--- src/rtl/fine_time_pid.sv ---
// fine_time_pid: leading-edge finder on a fine-time slice snapshot, classified against NCLASS window masks.
// Define FTPID_HITCNT_EN to build the per-class saturating hit counters (CNT registers).
module fine_time_pid #(
  parameter int         SLICES = 32,
  parameter int         NCLASS = 3,
  parameter logic [7:0] BASE   = 8'h00
) (
  input  logic              clk,
  input  logic              rst,
  input  logic [SLICES-1:0] tl_data,
  input  logic              tl_valid,
  output logic [NCLASS-1:0] class_hit,
  output logic [SLICES-1:0] edge_vec,
  input  logic [31:0]       DataIn,
  output logic [31:0]       DataOut,
  input  logic [7:0]        Address,
  input  logic              Read,
  input  logic              Write
);

  function automatic logic [SLICES-1:0] win_reset(input int idx);
    logic [31:0] val;
    case (idx)
      32'sd0:  val = 32'h0000_00F0;
      32'sd1:  val = 32'h0000_F000;
      32'sd2:  val = 32'h0F00_0000;
      default: val = 32'h0000_0000;
    endcase
    return val[SLICES-1:0];
  endfunction

  logic [NCLASS-1:0] cfg_en_r;
  logic              cfg_excl_r;
  logic [7:0]        cfg_dead_r;
  logic [SLICES-1:0] win_r [NCLASS];
  logic [SLICES-1:0] tl_data_r;
  logic              tl_valid_r;
  logic [1:0]        h_r;
  logic [SLICES-1:0] edge_r;
  logic [NCLASS-1:0] hit_r;
  logic [7:0]        dead_r;
  logic [SLICES+1:0] x_s;
  logic [SLICES-1:0] edge_s;
  logic [NCLASS-1:0] match_s;
  logic [NCLASS-1:0] pick_s;
  logic [NCLASS-1:0] hit_s;
  logic [2:0]        off_s;
  logic              blk_s;
  logic              wr_s;
  logic [31:0]       rd_s;
  logic [31:0]       reg_rd_s [8];
  logic              unused_s;

  assign off_s     = Address[2:0];
  assign blk_s     = (Address[7:3] == BASE[7:3]);
  assign wr_s      = Write & blk_s;
  assign unused_s  = ^DataIn;
  assign class_hit = hit_r;
  assign edge_vec  = edge_r;
  assign DataOut   = rd_s;

  // Bus-writable configuration: CFG word and the window masks
  always_ff @(posedge clk or negedge rst) begin
    if (!rst) begin
      cfg_en_r   <= {NCLASS{1'b0}};
      cfg_excl_r <= 1'b0;
      cfg_dead_r <= 8'h00;
      for (int i = 0; i < NCLASS; i++) win_r[i] <= win_reset(i);
    end else if (wr_s) begin
      if (off_s == 3'd0) begin
        cfg_en_r   <= DataIn[NCLASS-1:0];
        cfg_excl_r <= DataIn[8];
        cfg_dead_r <= DataIn[23:16];
      end else begin
        for (int i = 0; i < NCLASS; i++) begin
          if (int'(off_s) == i + 1) win_r[i] <= DataIn[SLICES-1:0];
          else win_r[i] <= win_r[i];
        end
      end
    end else begin
      cfg_en_r   <= cfg_en_r;
      cfg_excl_r <= cfg_excl_r;
      cfg_dead_r <= cfg_dead_r;
    end
  end

  // Edge pattern: two set slices followed by a clear one; the previous word's top two slices sit below bit 0
  always_comb begin
    x_s    = {tl_data_r, h_r};
    edge_s = {SLICES{1'b0}};
    for (int k = 0; k < SLICES; k++) begin
      edge_s[k] = tl_valid_r & x_s[k] & x_s[k+1] & ~x_s[k+2];
    end
  end

  // Snapshot capture, registered edge vector and carried tail of the last valid word
  always_ff @(posedge clk or negedge rst) begin
    if (!rst) begin
      tl_data_r  <= {SLICES{1'b0}};
      tl_valid_r <= 1'b0;
      h_r        <= 2'b00;
      edge_r     <= {SLICES{1'b0}};
    end else begin
      tl_data_r  <= tl_data;
      tl_valid_r <= tl_valid;
      edge_r     <= edge_s;
      if (tl_valid_r) h_r <= tl_data_r[SLICES-1 -: 2];
      else h_r <= h_r;
    end
  end

  // Window match, optional lowest-index priority, dead-time gating
  always_comb begin
    match_s = {NCLASS{1'b0}};
    for (int i = 0; i < NCLASS; i++) begin
      match_s[i] = (|(edge_r & win_r[i])) & cfg_en_r[i];
    end
    if (cfg_excl_r) pick_s = match_s & (~match_s + NCLASS'(1'b1));
    else pick_s = match_s;
    if (dead_r != 8'd0) hit_s = {NCLASS{1'b0}};
    else hit_s = pick_s;
  end

  // Class pulse register and dead-time countdown
  always_ff @(posedge clk or negedge rst) begin
    if (!rst) begin
      hit_r  <= {NCLASS{1'b0}};
      dead_r <= 8'h00;
    end else begin
      hit_r <= hit_s;
      if (dead_r != 8'd0) dead_r <= dead_r - 8'd1;
      else if (|hit_s) dead_r <= cfg_dead_r;
      else dead_r <= dead_r;
    end
  end

`ifdef FTPID_HITCNT_EN
  // With four classes WIN3 owns offset 4, so counters start where the windows end
  localparam int CNT_LO = (NCLASS > 3) ? NCLASS - 3 : 0;
  logic [15:0] cnt_r [NCLASS];

  // Saturating hit counters; a bus write clears and beats a same-edge increment
  always_ff @(posedge clk or negedge rst) begin
    if (!rst) begin
      for (int i = 0; i < NCLASS; i++) cnt_r[i] <= 16'h0000;
    end else begin
      for (int i = 0; i < NCLASS; i++) begin
        if (wr_s && (int'(off_s) == i + 4) && (i >= CNT_LO)) cnt_r[i] <= 16'h0000;
        else if (hit_s[i] && (cnt_r[i] != 16'hFFFF)) cnt_r[i] <= cnt_r[i] + 16'h0001;
        else cnt_r[i] <= cnt_r[i];
      end
    end
  end
`endif

  // Read image per offset; unmapped offsets stay zero, OR-bus idle value is zero
  always_comb begin
    for (int o = 0; o < 8; o++) reg_rd_s[o] = 32'h0000_0000;
    reg_rd_s[0][NCLASS-1:0] = cfg_en_r;
    reg_rd_s[0][8]          = cfg_excl_r;
    reg_rd_s[0][23:16]      = cfg_dead_r;
    for (int i = 0; i < NCLASS; i++) reg_rd_s[i+1][SLICES-1:0] = win_r[i];
`ifdef FTPID_HITCNT_EN
    for (int i = CNT_LO; i < NCLASS; i++) reg_rd_s[i+4][15:0] = cnt_r[i];
`endif
    if (Read && blk_s) rd_s = reg_rd_s[off_s];
    else rd_s = 32'h0000_0000;
  end

endmodule

--- config.mk ---
export PLATFORM = sky130hd
export DESIGN_NAME = fine_time_pid
export DESIGN_NICKNAME = d
export VERILOG_FILES = /design/src/rtl/fine_time_pid.sv
export SDC_FILE = /design/constraint.sdc
export NUM_CORES = 1
export LEC_CHECK = 0
export ABC_AREA = 1
export CORE_ASPECT_RATIO = 0.9
export CORE_MARGIN = 2
export CORE_UTILIZATION = 38
export DETAILED_ROUTE_END_ITERATION = 7
export GPL_ROUTABILITY_DRIVEN = 0
export HOLD_SLACK_MARGIN = 0.06
export MAX_ROUTING_LAYER = met4
export PLACE_DENSITY = 0.73
export REMOVE_ABC_BUFFERS = 1
export SYNTH_ARGS = -nofsm -noshare
export SYNTH_HDL_FRONTEND = slang
export SYNTH_SLANG_ARGS = --single-unit
--- constraint.sdc ---
create_clock -name clk -period 1.8 [get_ports clk]
set_input_delay 0.36 -clock clk [delete_from_list [all_inputs] [get_ports clk]]
set_output_delay 0.36 -clock clk [all_outputs]
set_load 0.02 [all_outputs]
==> metrics.md <==
| Metric | Value |
|---|---|
| Routed vias | 6943 |
| FF+latch count, synth | 186 |
| Rows | 49 |
| Worst Path Required | about 1.4 ns |
| Clock tree root buffer cell | clkbuf_16 |
| Failing checks | negative setup slack |
| Final period utilization | 1.12 |
| Worst r2r path cells | 10 |
| Reg2Reg Capture Point | dead_r[5] |
| Starting DRT DRC Count | 617 |
| Initial antenna violation count | 0 |
| CORE AREA | 0.0201 sq mm |
| Leakage | 5.19 nW |
| YS warnings | 0 |
| Fmax | 0.496 GHz |
| HPWL Detailed | 16200 um |
| CTS H-tree depth | 4 |
| All-Layer GR Usage | 0.234 |
| Post-Route WL | 24100 um |
| Syn avg cell area | ~8.7 sq um |
| TritonCTS clock tree | yes |
| Die width | between 150 and 200 um |
| RSZ-0062 raised after global routing | true |
| Vert. Die Dim | around 140 um |
| FF-to-FF setup slack | about 0.12 ns |
| Port Buffers | 143 |
| Vias in the first global route | 6688 |
| Pre-CTS setup slack | -0.952 ns |
| Mapped cell area | 0.00785 sq mm |
| Critical path class | in -> out |
| Run status | finished with violations |
| Final setup fails | 32 |
| Sequential share of the synthesized area | 0.595 |
| First-pass GRT wire length | between 30000 and 40000 um |
| Worst Hold Class | in -> reg |
| Worst Hold End | tl_data_r[30] |
| Final slew viol count | 0 |
| Maximum vdd ir drop | 0.586 mV |
| Max clock buf depth | 2 |
| MaxCap Viol Count | 0 |
| Total global routing overflow | 0 |
| Share of layout cells above drive strength 1 | 0.171 |
| CTS clock-pin slew for the worst setup and hold paths | 0.07 ns |
| Nets@finish | about 1200 |
| Hold Crit Depth | 1 |
| Mapped Cells | 907 |
| Layout filler cell count | 1781 |
| PwrDens | around 860 mW/mm^2 |
| Via density | 5.16 |
| Final min period | 2.02 ns |
| Critical R2R Launch | edge_vec[12] |
| Num Clock Sinks | 186 |
| Ports | 144 |
| WL/cell | 17.9 um |
| # DRC | 0 |
| 1st-pass router iterations | 5 |
| Clk_skew | 0.00780 ns |
| Largest net degree at the start of global routing | 65 |
| Critical Path AT | 1.66 ns |
| CP startpoint kind | input pin |
| Slew HR | 0.715 |
| Die area | approximately 0.022 sq mm |
| Antenna Violating Nets Remaining | 0 |
| Final core utilization | 0.548 |
| CP endpoint kind | primary output |
| Initial core utilization | 0.391 |
| Actual slew at the worst max-slew pin | 0.428 ns |
| Final critical-path setup slack | -0.217 ns |
| Syn-to-layout area delta | 40.3% |
| Distinct cells, synth | 26 |
| Clk_lat worst skew | 0.43 ns |
| Worst Path Max Fanout | 5 |
| Final Hold Fails | 0 |
| Hold path start | tl_data[30] |
| Total CTS buffers | 17 |
| Antenna Diode Count | 0 |
[final cells by class]
| class | instances | area [sq um] | area share |
|---|---|---|---|
| Timing Repair Buffer | 186 | 2030 | 0.185 |
| Clock inverter | 10 | 116 | 0.0106 |
| Sequential cell | 186 | 4670 | 0.424 |
| Tap cell | 255 | 319 | 0.0289 |
| Clock buffer | 22 | 464 | 0.0421 |
| Inverter | 62 | 235 | 0.0213 |
| Multi-Input combinational cell | 625 | 3180 | 0.289 |
[cell families (layout without fill, tap and decap cells)]
family	after synthesis	count (layout)	synth area share
simple gates	429	430	0.219
compound gates	191	191	0.135
flops	186	186	0.595
buf+inv	97	280	0.0470
xor+xnor	3	3	0.00335
fa+ha+maj	1	1	0.00159
[what timing repair did]
item                       4_1_cts  5_1_grt
setup buffers                    5        1
hold buffers                     1        0
gates resized for setup        280       47
pin swaps                        7        4
hold endpoints to repair        34        0
cloned                           7        1
setup endpoints to repair       64       41
[through the flow]
| step | setup TNS, ns | total power [mW] | std cells | instance area (sq um) | hold slack, ns |
|---|---|---|---|---|---|
| after floorplan | -61.69 | 5.21 | 872 | 7720 | 0.0644 |
| after global placement | -42.49 | 5.75 | 1299 | 9850 | 0.305 |
| after detailed placement | -45.93 | 5.79 | 1299 | 9850 | 0.312 |
| after CTS | -4.36 | 9.56 | 1344 | 10800 | 0.345 |
| after global routing | -7.78 | 9.91 | 1346 | 11000 | 0.349 |
| final | -5.47 | 9.50 | 1346 | 11000 | 0.363 |
[worst max-delay path: stages]
cell and delay (ns):
buf_6 0.09, nor3_2 0.15, nor3b_4 0.22, nand3b_1 0.17
buf_6 0.19, buf_16 0.15, a31oi_1 0.13, buf_2 0.18
[registers in the layout, indices dropped and copies added (netlist names)]
register	count
cfg_en_r	3
reg_rd_s	96
class_hit	3
cfg_dead_r	8
cfg_excl_r	1
h_r	2
edge_vec	32
tl_valid_r	1
tl_data_r	32
dead_r	8
[synthesized netlist by cell type (all sizes together)]
master / count / area share
clkinv: 2 / 0.00096
clkbuf: 31 / 0.015
xor2: 3 / 0.0033
nor4: 5 / 0.0040
dfrtp: 174 / 0.55
nand2: 339 / 0.16
buf: 4 / 0.0025
ha: 1 / 0.0016
inv: 60 / 0.029
nor3b: 1 / 0.0024
nor3: 30 / 0.019
a31oi: 10 / 0.0080
nand3: 7 / 0.0064
o31ai: 1 / 0.00096
a22oi: 35 / 0.033
dfstp: 12 / 0.040
nor2: 46 / 0.023
o21ai: 118 / 0.075
nand3b: 1 / 0.00096
a21oi: 27 / 0.017
[worst max-delay path by stage]
stage                          start            end  slack, ns  cells past startpoint
after floorplan           Address[0]  reg_rd_s[196]      -1.06                      4
after global placement    Address[7]     DataOut[8]      -0.95                      7
after detailed placement  Address[7]     DataOut[8]      -0.95                      7
after CTS                 Address[3]    DataOut[30]      -0.19                      8
after global routing      Address[3]    DataOut[30]      -0.29                      8
final                     Address[3]     DataOut[6]      -0.22                      8
[power by group]
part | switching, mW | leakage (nW) | internal (mW)
Combinational | 0.602 | 2.48 | 0.496
Clock | 1.58 | 0.281 | 2.13
Sequential | 0.237 | 2.43 | 4.46
[placed cells by master, fill, tap and decap left out, types with 18 or more instances in the layout]
cell             netlist  final
nor3_1                30     29
buf_4                  0     28
nand2_1              337    335
buf_6                  0     22
dlygate4sd2_1          0     36
nor2_1                44     35
dfrtp_1              174    172
o21ai_0              117    117
inv_1                 59     58
clkdlybuf4s50_1        0     69
a22oi_1               35     21
buf_12                 0     18
[per-layer routing]
layer	vias up	track usage	wire [um]
met5	-	-	0
met3	31	0.0412	1660
met4	0	0.0816	514
met2	270	0.354	11200
li1	3292	-	-
met1	3350	0.320	10700
No activity file was read; power rests on OpenSTA's default activity.
